### config.mk
export PLATFORM = sky130hd
export DESIGN_NAME = stack_ctrl
export DESIGN_NICKNAME = d
export VERILOG_FILES = /design/src/rtl/stack_ctrl.sv
export SDC_FILE = /design/constraint.sdc
export NUM_CORES = 1
export LEC_CHECK = 0
export CORE_ASPECT_RATIO = 0.6
export CORE_UTILIZATION = 46
export DETAILED_ROUTE_END_ITERATION = 12
export PLACE_DENSITY_LB_ADDON = 0.3
export SYNTH_ARGS = -nofsm -noshare
export SYNTH_HDL_FRONTEND = slang
export SYNTH_SLANG_ARGS = --single-unit
### constraint.sdc
create_clock -name clk -period 3 [get_ports clk]
set_input_delay 0.6 -clock clk [delete_from_list [all_inputs] [get_ports clk]]
set_output_delay 0.6 -clock clk [all_outputs]
set_load 0.02 [all_outputs]
### src/rtl/stack_ctrl.sv
// rtl/stack_ctrl.sv - CALL/RET/IRQ/RETI sequencer and depth guard in front of stack_module
module stack_ctrl #(
    parameter int WIDTH = 10,
    parameter int NWORDS = 16,
    localparam int DW = $clog2(NWORDS) + 1
) (
    input  logic             clk,
    input  logic             reset,
    input  logic             call_req,
    input  logic             ret_req,
    input  logic             irq_req,
    input  logic             reti_req,
    input  logic             irq_en,
    input  logic             err_clr,
    input  logic [WIDTH-1:0] pc_in,
    input  logic [WIDTH-1:0] flags_in,
    input  logic [WIDTH-1:0] stack_dout,
    output logic             we_stack,
    output logic             s_pushpop,
    output logic             s_interruption,
    output logic [WIDTH-1:0] stack_din,
    output logic             pc_load,
    output logic [WIDTH-1:0] pc_out,
    output logic             flags_load,
    output logic [WIDTH-1:0] flags_out,
    output logic             irq_ack,
    output logic             busy,
    output logic             overflow,
    output logic             underflow,
    output logic [DW-1:0]    depth
);

    localparam logic [DW-1:0] DEPTH_FULL = DW'(NWORDS);
    localparam logic [DW-1:0] DEPTH_IRQ  = DW'(NWORDS - 2);
    localparam logic [DW-1:0] DEPTH_ONE  = DW'(1);
    localparam logic [DW-1:0] DEPTH_TWO  = DW'(2);

    typedef enum logic [2:0] {
        IDLE,
        CALL_PUSH,
        RET_POP,
        IRQ_PUSH_PC,
        IRQ_PUSH_FLG,
        RETI_POP_FLG,
        RETI_POP_PC
    } state_t;

    state_t           state;
    state_t           next_state;
    logic             set_ovf;
    logic             set_unf;
    logic             capture;
    logic [WIDTH-1:0] flg_hold;

    // State register
    always_ff @(posedge clk or negedge reset) begin
        if (!reset) begin
            state <= IDLE;
        end else begin
            state <= next_state;
        end
    end

    // Fixed-priority arbitration with depth admission; a refused winner blocks lower requests
    always_comb begin
        next_state = IDLE;
        set_ovf    = 1'b0;
        set_unf    = 1'b0;
        capture    = 1'b0;
        case (state)
            IDLE: begin
                if (irq_req && irq_en) begin
                    if (depth <= DEPTH_IRQ) begin
                        next_state = IRQ_PUSH_PC;
                        capture    = 1'b1;
                    end else begin
                        set_ovf = 1'b1;
                    end
                end else if (reti_req) begin
                    if (depth >= DEPTH_TWO) next_state = RETI_POP_FLG;
                    else                    set_unf    = 1'b1;
                end else if (call_req) begin
                    if (depth < DEPTH_FULL) begin
                        next_state = CALL_PUSH;
                        capture    = 1'b1;
                    end else begin
                        set_ovf = 1'b1;
                    end
                end else if (ret_req) begin
                    if (depth >= DEPTH_ONE) next_state = RET_POP;
                    else                    set_unf    = 1'b1;
                end
            end
            IRQ_PUSH_PC:  next_state = IRQ_PUSH_FLG;
            RETI_POP_FLG: next_state = RETI_POP_PC;
            default:      next_state = IDLE;
        endcase
    end

    // Stack command lines registered from the state being entered, so they align with it
    always_ff @(posedge clk or negedge reset) begin
        if (!reset) begin
            we_stack       <= 1'b0;
            s_pushpop      <= 1'b0;
            s_interruption <= 1'b0;
            busy           <= 1'b0;
        end else begin
            we_stack       <= (next_state != IDLE);
            s_pushpop      <= (next_state inside {RET_POP, RETI_POP_FLG, RETI_POP_PC});
            s_interruption <= (next_state inside {IRQ_PUSH_PC, IRQ_PUSH_FLG,
                                                  RETI_POP_FLG, RETI_POP_PC});
            busy           <= (next_state != IDLE);
        end
    end

    // Push data: pc_in at grant, then the flags word held from the same grant
    always_ff @(posedge clk or negedge reset) begin
        if (!reset) begin
            stack_din <= '0;
            flg_hold  <= '0;
        end else if (capture) begin
            stack_din <= pc_in;
            flg_hold  <= flags_in;
        end else if (state == IRQ_PUSH_PC) begin
            stack_din <= flg_hold;
        end
    end

    // Depth tracks each stack cycle as it is issued; admission keeps it in 0..NWORDS
    always_ff @(posedge clk or negedge reset) begin
        if (!reset) begin
            depth <= '0;
        end else begin
            case (next_state)
                CALL_PUSH, IRQ_PUSH_PC, IRQ_PUSH_FLG:  depth <= depth + DEPTH_ONE;
                RET_POP, RETI_POP_FLG, RETI_POP_PC:    depth <= depth - DEPTH_ONE;
                default:                               depth <= depth;
            endcase
        end
    end

    // Capture popped words during pop cycles and strobe them out one cycle later
    always_ff @(posedge clk or negedge reset) begin
        if (!reset) begin
            pc_out     <= '0;
            flags_out  <= '0;
            pc_load    <= 1'b0;
            flags_load <= 1'b0;
            irq_ack    <= 1'b0;
        end else begin
            if (state == RET_POP || state == RETI_POP_PC) pc_out <= stack_dout;
            if (state == RETI_POP_FLG)                    flags_out <= stack_dout;
            pc_load    <= (state == RET_POP || state == RETI_POP_PC);
            flags_load <= (state == RETI_POP_PC);
            irq_ack    <= (state == IRQ_PUSH_FLG);
        end
    end

    // Sticky errors; a new refusal in the same cycle outranks err_clr
    always_ff @(posedge clk or negedge reset) begin
        if (!reset) begin
            overflow  <= 1'b0;
            underflow <= 1'b0;
        end else begin
            if (set_ovf)      overflow <= 1'b1;
            else if (err_clr) overflow <= 1'b0;
            if (set_unf)      underflow <= 1'b1;
            else if (err_clr) underflow <= 1'b0;
        end
    end

endmodule
# After elaboration in Yosys (flattened, before gate mapping)
# Index checks and enable logic that the tools add are counted.
[classes]
add_sub_neg = 2
multipliers = 0
div_mod_pow = 0
order_cmp = 4
eq_ne = 11
shifts = 0
muxes = 34
n_bitwise = 0
n_reduce_logical = 12
[op_table]
columns = ["op", "n"]
rows = [
  ["1-bit two-way mux", 23],
  ["10-bit two-way mux", 2],
  ["3-bit == test (second input constant)", 6],
  ["3-bit by 2-bit == test with 1-bit output (second input constant)", 4],
  ["3-bit two-way mux", 4],
  ["5-bit one-hot mux with 2 select lines", 1],
  ["3-bit one-hot mux with 3 select lines", 1],
  ["2-bit nonzero test", 4],
  ["2-bit two-way mux", 3],
  ["3-bit nonzero test", 2],
  ["3-bit OR reduction", 2],
  ["5-bit by 1-bit adder with 5-bit output (second input constant)", 1],
  ["5-bit by 1-bit greater-or-equal comparator with 1-bit output (second input constant)", 1],
  ["5-bit by 2-bit greater-or-equal comparator with 1-bit output (second input constant)", 1],
  ["5-bit by 4-bit <= comparator with 1-bit output (second input constant)", 1],
  ["5-bit < comparator (second input constant)", 1],
  ["5-bit by 1-bit subtractor with 5-bit output (second input constant)", 1],
  ["4-bit nonzero test", 1],
  ["3-bit by 1-bit == test with 1-bit output (second input constant)", 1],
  ["3-bit zero test", 1],
  ["1-bit logical AND", 1],
  ["1-bit logical OR", 1],
]
[word_totals]
ff_bits = 56
latchBits = 0
ram_bits = 0
rom_bits = 0
input_bits = 38
output_inout_bits = 44
wordCells = 77
mem_count = 0

# Longest topological paths before layout
# Gate-level depths: netlist (run 1).
[depth]
word_depth = 10
ltp_mapped = 9
mapped_depth_nobuf = 7

# Least setup slack after synthesis (run 1)
# OpenSTA, ideal clock, no wires.
[synth_timing]
path_type = "input to register"
from = "input reti_req"
to = "register depth[2]"
setup_ns = 0.139
t_arrival_ns = 2.349
t_required_ns = 2.861
path_slack_ns = 0.513
cell_stages = 5
n_path_buf = 0
path_cell_list = "or3b_1 > a311o_2 > a211oi_4 > a2111oi_0 > or4b_1"
[synth_via]
elab_chain_len = 6
elab_cells_between_ends = 13
classes_between = "eq/ne (6); mux (4); reduce/logical (3)"
[synth_rtl]
columns = ["element", "line", "text"]
rows = [
  ["start, declared", "12", "input logic reti_req,"],
  ["3-bit two-way mux *", "79", "end else if (reti_req) begin"],
  ["3-bit two-way mux *", "72", "if (irq_req && irq_en) begin"],
  ["3-bit one-hot mux with 3 select lines *", "70", "case (state)"],
  ["3-bit by 2-bit == test with 1-bit output (tied with other cells)", "134", "case (next_state)"],
  ["3-bit OR reduction", "134", ""],
  ["5-bit one-hot mux with 2 select lines or 2-bit nonzero test (tied branches)", "n/a", ""],
  ["end signal, assigned", "135", "CALL_PUSH, IRQ_PUSH_PC, IRQ_PUSH_FLG: depth <= depth + DEPTH_ONE;"],
  ["end signal, assigned", "136", "RET_POP, RETI_POP_FLG, RETI_POP_PC: depth <= depth - DEPTH_ONE;"],
  ["end signal, assigned", "137", "default: depth <= depth;"],
  ["end, declared", "30", "output logic [DW-1:0] depth"],
]
# Every way passes the cells marked *; elsewhere a longest branch is shown, timed or not.
# A chain may end at the register's enable or synchronous reset.

# Final worst setup path (run 1)
# Ends and elaborated chain as after synthesis.

==> results of run 1 <==
-- flip-flops by register name, summed over array words and instances (netlist names) --
signal and count:
flags_load 1, stack_din 10, flags_out 10, overflow 1, busy 1, state 3
pc_out 10, s_pushpop 1, underflow 1, pc_load 1, irq_ack 1, s_interruption 1
flg_hold 10, depth 5
-- cells by family after synthesis --
logic type | synth area share
fa+ha+maj | 0.0193
mux | 0.177
simple gates | 0.120
buf+inv | 0.0251
compound gates | 0.111
xor+xnor | 0.00677
flops | 0.541
-- power groups by stage --
stage / sequential (uW) / clock, uW / combinational, uW
after floorplan: 1620 / 0 / 790
after global placement: 1340 / 0 / 1860
after detailed placement: 1360 / 0 / 1880
after CTS: 1350 / 411 / 1890
after global routing: 1400 / 442 / 2020
final: 1350 / 396 / 1880
-- cells in the final DEF, fill, tap and decap left out, drive strengths merged, types with 5 or more instances in the layout --
master / n
nand3: 7
dfrtp: 56
nor3: 5
nor2: 13
o21ai: 5
a21oi: 14
nand2: 10
buf: 10
inv: 5
mux2: 30
mux2i: 12
clkdlybuf4s50: 80
clkbuf: 5
-- final cells by class --
| type | instances | area [um2] |
|---|---|---|
| Clock buffer | 5 | 68.8 |
| Clock inverter | 2 | 12.5 |
| Fill cell | 428 | 1650 |
| Inverter | 5 | 18.8 |
| Multi-Input combinational cell | 146 | 1120 |
| Sequential cell | 56 | 1400 |
| Tap cell | 66 | 82.6 |
| Timing Repair Buffer | 90 | 873 |
-- cells in the mapped netlist, types with 2 or more instances --
master | n | share of area
nand2_1 | 10 | 0.015
clkbuf_1 | 9 | 0.013
and2_1 | 3 | 0.0073
nand2b_1 | 2 | 0.0048
a21o_1 | 3 | 0.0087
nand3_1 | 7 | 0.014
nor2_1 | 13 | 0.019
nor2b_1 | 4 | 0.0097
mux2i_1 | 12 | 0.046
xnor2_1 | 2 | 0.0068
a32oi_1 | 2 | 0.0068
mux2_2 | 30 | 0.13
nand3b_1 | 3 | 0.0087
a21oi_1 | 14 | 0.027
nor3_1 | 5 | 0.0097
ha_1 | 4 | 0.019
inv_1 | 5 | 0.0073
o2bb2ai_1 | 2 | 0.0068
dfrtp_1 | 56 | 0.54
o21ai_0 | 4 | 0.0077
or2_2 | 2 | 0.0048
-- worst paths after layout --
| path | startpoint | to | slack, ns | cells past startpoint |
|---|---|---|---|---|
| min reg2reg | underflow | underflow | 0.50 | 1 |
| min in group clk | underflow | underflow | 0.50 | 1 |
| max in group asynchronous | reset | pc_out[9] | 2.01 | 2 |
| min | reset | s_pushpop | 0.32 | 1 |
| max | reti_req | depth[2] | 0.39 | 6 |
| max reg2reg | depth[4] | depth[2] | 0.48 | 6 |
-- routing by layer --
| layer | up-vias | global-route usage |
|---|---|---|
| met5 | - | 0 |
| met4 | 0 | 0.0597 |
| met3 | 8 | 0.0854 |
| met2 | 92 | 0.307 |
| met1 | 972 | 0.308 |
| li1 | 957 | - |
-- per-stage QoR --
stage | instance area (um2) | total power [uW] | worst slack (ns) | std cells
5_1_grt | 3580 | 3870 | 0.328 | 370
3_3_place_gp | 3500 | 3200 | 0.105 | 363
6_report | 3580 | 3630 | 0.386 | 370
2_1_floorplan | 2590 | 2410 | 0.513 | 218
4_1_cts | 3580 | 3650 | 0.406 | 370
3_5_place_dp | 3500 | 3240 | 0.0887 | 363
-- worst max-delay path: cells and delay by family --
family | cells | cell delay (ns)
simple gates | 2 | 0.93
buf+inv | 1 | 0.42
compound gates | 3 | 0.86
==> metrics.md, run 1 <==
| Metric | Value |
|---|---|
| Status | finished, final reports clean |
| Number of global-route vias before repair | 1928 |
| Layout cells sized above 1 | 0.171 |
| Max Slew Vio Count | 0 |
| Boundary Pins | 82 |
| Leakage | 0.00159 uW |
| Die W | 98.8 um |
| Final ANT Viol Nets | 0 |
| Setup crit end kind | flip-flop |
| Fin Hold WS | 0.323 ns |
| Sw Pwr | 1390 uW |
| RSZ-0062 raised after global routing | no |
| Cell area after synthesis | 2590 um2 |
| Starting Density | 0.495 |
| Max clock buf depth | 2 |
| Largest net degree at the start of global routing | 32 |
| Max Used Layer | met4 |
| Post-cts sizing count | 0 |
| Clock share of power | 0.109 |
| Synthesized instance count | 218 |
| DIE HEIGHT | 60.1 um |
| Via-to-Cell Ratio | 5.48 |
| Critical Path AT | 2.80 ns |
| CORE AREA | 5230 um2 |
| Buffer count from post-CTS setup fixing | 0 |
| Ys async rst share | 1.00 |
| Synth warn | 0 |
| Crit share post-route | 0.871 |
| Vias | 2029 |
| DRT met1 WL | 2840 um |
| Util after Layout | 0.684 |
| Htree depth | 2 |
| Post-CTS Hold Buffers | 0 |
| Initial drt markers | 109 |
| Combinational group share of total power | 0.519 |
| Total CTS buffers | 5 |
| Hpwl dp | 4390 um |
| First-pass GRT wire length | 9680 um |
| Worst skew pair latency | 0.31 ns |
| CTS tree | done |
| #FFs+latches synth | 56 |
| Crit path largest cell delay | 0.52 ns |
| DIE AREA | 5940 um2 |
| Final WL | 5930 um |
| GRT overflow | 0 |
| Met2 routed WL | 2410 um |
| Worst IR drop on VDD | 510 uV |
| Final setup fails | 0 |
| Clock skew | 0.00379 ns |
| Final Hold Viols | 0 |
| Nets@finish | 346 |
| # rows | 20 |
| Setup TNS | 0 ns |
| CP Cell Sequence | clkdlybuf4s50_1 -> or3b_1 -> a311o_2 -> a211oi_4 -> a2111oi_0 -> or4b_1 |
| Port Buffer Count | 81 |
| Slew headroom | 0.530 |
| Crit start category | input port |
| Diodes inserted | 0 |
| Mapped Nets | 260 |
| DR WL met3 | 626 um |
| DRC viols | 0 |
| Int Power | 2240 uW |
| Post-synth EDFFs | 0 |
| Switching Share | 0.383 |
| Root buffer cell | clkbuf_8 |
| Total GRT Usage | 0.217 |
| Max-Cap Viols | 0 |
| Gpl congestion | 0.836 |
| Slowest cell on crit path | or4b_1 |
| Worst EP required | 3.19 ns |
| PD cells | 1010 nW/um2 |
| Seq/Total Area, Yosys | 0.541 |
| CTS clk-pin slew, worst paths | 0.10 ns |
| Initial antenna violation count | 0 |
| Worst-path fanout max | 6 |
| Max frequency | 383 MHz |
| First drt pass iteration count | 4 |
| Area Growth Syn to Fin | 38.3% |
| Worst-margin pin slew | 0.704 ns |
| Clock Sinks | 56 |
| DR WL/cell | 16.0 um |
| Sequential power share | 0.371 |
| Synth unique cells | 47 |
| Fin crit period | 2.61 ns |
| Synth Flop Type | dfrtp_1 |
| Post-Syn Area per Cell | 11.9 um2 |
| Setup CP Type | in2reg |
| Worst min path class | in2async |
Note: power is estimated with default switching activity, not from simulation.
==> inputs of run 2 (changes only) <==
Settings changed: CORE_MARGIN set to 2, REMOVE_ABC_BUFFERS set to 1.
==> run 2 against run 1 <==
Effect of this change:
- sequential share of layout area down 0.20 points
- non-clock buffer count is the same
- combinational power is essentially flat
- maximum frequency fell by 3.1%
- cell count grew 1.1%
- core utilization fell by 2.9 points
- via count about the same
- flip-flop and latch count did not move
- worst setup slack got worse by 0.084 ns
- critical path type unchanged
==> metrics.md, run 2 (synthesized netlist as in run 1, its figures left out) <==
| Metric | Value |
|---|---|
| Root buffer cell | clkbuf_8 (unchanged) |
| Gpl congestion | 0.873 (was 0.836) |
| Status | finished, final reports clean (unchanged) |
| Area Growth Syn to Fin | 39.0% (was 38.3%) |
| GRT overflow | 0 (unchanged) |
| Post-CTS Hold Buffers | 0 (unchanged) |
| Slowest cell on crit path | or4b_1 (unchanged) |
| Slew headroom | 0.537 (was 0.530) |
| Crit path max-delay family | simple AND/OR/NAND/NOR gates (unchanged) |
| RSZ-0062 raised after global routing | no (unchanged) |
| Crit path largest cell delay | 0.54 ns (was 0.52 ns) |
| Clock Sinks | 56 (unchanged) |
| Final Hold Viols | 0 (unchanged) |
| Setup CP Type | in2reg (unchanged) |
| Via-to-Cell Ratio | 5.42 (was 5.48) |
| Buffer count from post-CTS setup fixing | 0 (unchanged) |
| Vias | 2027 (was 2029) |
| CP Cell Sequence | clkdlybuf4s50_1 -> or3b_1 -> a311o_2 -> a211oi_4 -> a2111oi_0 -> or4b_1 (unchanged) |
| CTS clk-pin slew, worst paths | 0.10 ns (about the same) |
| Max clock buf depth | 2 (unchanged) |
| Dpl cells | 366 (was 363) |
| Largest net degree at the start of global routing | 33 (was 32) |
| Max-Cap Viols | 0 (unchanged) |
| Layout cells sized above 1 | 0.174 (was 0.171) |
| Hpwl dp | 4480 um (was 4390 um) |
| Leading cell type in the layout, fill and taps excluded | clkdlybuf4s50_1 (unchanged) |
| Starting Density | 0.471 (was 0.495) |
| First drt pass iteration count | 4 (unchanged) |
| Nets@finish | 346 (unchanged) |
| Fill cell count | 425 (was 428) |
| Post-cts sizing count | 0 (unchanged) |
| Worst min path class | in2async (unchanged) |
| Crit start category | input port (unchanged) |
| Number of global-route vias before repair | 2022 (was 1928) |
| Final ANT Viol Nets | 0 (unchanged) |
| DIE AREA | 6260 um2 (was 5940 um2) |
| Setup crit end kind | flip-flop (unchanged) |
| Initial drt markers | 114 (was 109) |
| DRC viols | 0 (unchanged) |
| Clock skew | 0.00494 ns (was 0.00379 ns) |
| Die W | 101 um (was 98.8 um) |
| Post-route cell area | 3600 um2 (was 3580 um2) |
| Diodes inserted | 0 (unchanged) |
| CTS tree | done (unchanged) |
| Worst-path fanout max | 6 (unchanged) |
| Critical Path AT | 2.88 ns (was 2.80 ns) |
| Worst skew pair latency | 0.31 ns (about the same) |
| Post-route insts no fill | 374 (was 370) |
| Crit path buf inv count | 1 (unchanged) |
| Leakage | 0.00160 uW (was 0.00159 uW) |
| Max Slew Vio Count | 0 (unchanged) |
| Max frequency | 371 MHz (was 383 MHz) |
| Fin crit period | 2.70 ns (was 2.61 ns) |
| Htree depth | 2 (unchanged) |
| Post-Place Cell Area | 3500 um2 (about the same) |
| Initial antenna violation count | 0 (unchanged) |
| Crit share post-route | 0.899 (was 0.871) |
| Port Buffer Count | 81 (unchanged) |
| Final setup fails | 0 (unchanged) |
| CORE AREA | 5490 um2 (was 5230 um2) |
| Worst IR drop on VDD | 566 uV (was 510 uV) |
| Worst-margin pin slew | 0.694 ns (was 0.704 ns) |
| DIE HEIGHT | 62.1 um (was 60.1 um) |
| Commonest cells after routing, fill and taps aside | 80 x clkdlybuf4s50_1, 56 x dfrtp_1, 30 x mux2_2, 14 x a21oi_1, 13 x nor2_1 (unchanged) |
| Boundary Pins | 82 (unchanged) |
| # rows | 21 (was 20) |
| DR WL/cell | 16.2 um (was 16.0 um) |
| Total GRT Usage | 0.200 (was 0.217) |
| First-pass GRT wire length | 9850 um (was 9680 um) |
| PD cells | 1020 nW/um2 (was 1010 nW/um2) |
| Total CTS buffers | 5 (unchanged) |
| Final WL | 6060 um (was 5930 um) |
| Worst EP required | 3.18 ns (was 3.19 ns) |
-- run 2: changes by cell type in the layout (fill, tap and decap cells not counted), sizes merged --
cell,delta
clkbuf,+1
inv,+1
clkinvlp,-1
-- run 2: final cells by class --
cell class                      count  area (um2)  area share
Sequential cell                    56        1400       0.389
Multi-Input combinational cell    146        1120       0.312
Timing Repair Buffer               90         873       0.243
Tap cell                           69        86.3      0.0240
Clock buffer                        6        82.6      0.0229
Inverter                            5        18.8     0.00522
Clock inverter                      2        13.8     0.00382
-- run 2: final timing paths --
| path | start | endpoint | slack, ns | cells after the start |
|---|---|---|---|---|
| worst max-delay path | reti_req | depth[2] | 0.30 | 6 |
| worst max register to register | depth[0] | depth[2] | 0.43 | 8 |
| worst min register to register | underflow | underflow | 0.50 | 1 |
| max in group asynchronous | reset | pc_out[3] | 2.01 | 2 |
| min in group clk | underflow | underflow | 0.50 | 1 |
| worst min-delay path | reset | flg_hold[4] | 0.32 | 1 |
-- run 2: per-layer routing --
layer  GRT usage  vias to the layer above  share of wire
met4      0.0548                        0         0.0073
met1       0.284                      987           0.47
li1            -                      957              -
met3      0.0766                        5          0.097
met2       0.287                       78           0.42
met5           0                        -              0
-- run 2: stage by stage --
stage | power [uW] | setup TNS, ns | util | worst slack (ns) | hold slack, ns
global placement | 3200 | 0 | 0.638 | 0.0950 | 0.478
global route | 3920 | 0 | 0.655 | 0.223 | 0.365
CTS | 3700 | 0 | 0.655 | 0.302 | 0.348
detailed placement | 3250 | -0.0291 | 0.638 | -0.0291 | 0.484
floorplan | 2380 | 0 | - | 0.513 | 0.304
finish | 3680 | 0 | 0.655 | 0.302 | 0.324
-- run 2: where the power goes --
group	internal [uW]	switching, uW
sequential	1100	231
combinational	981	926
clock	190	249
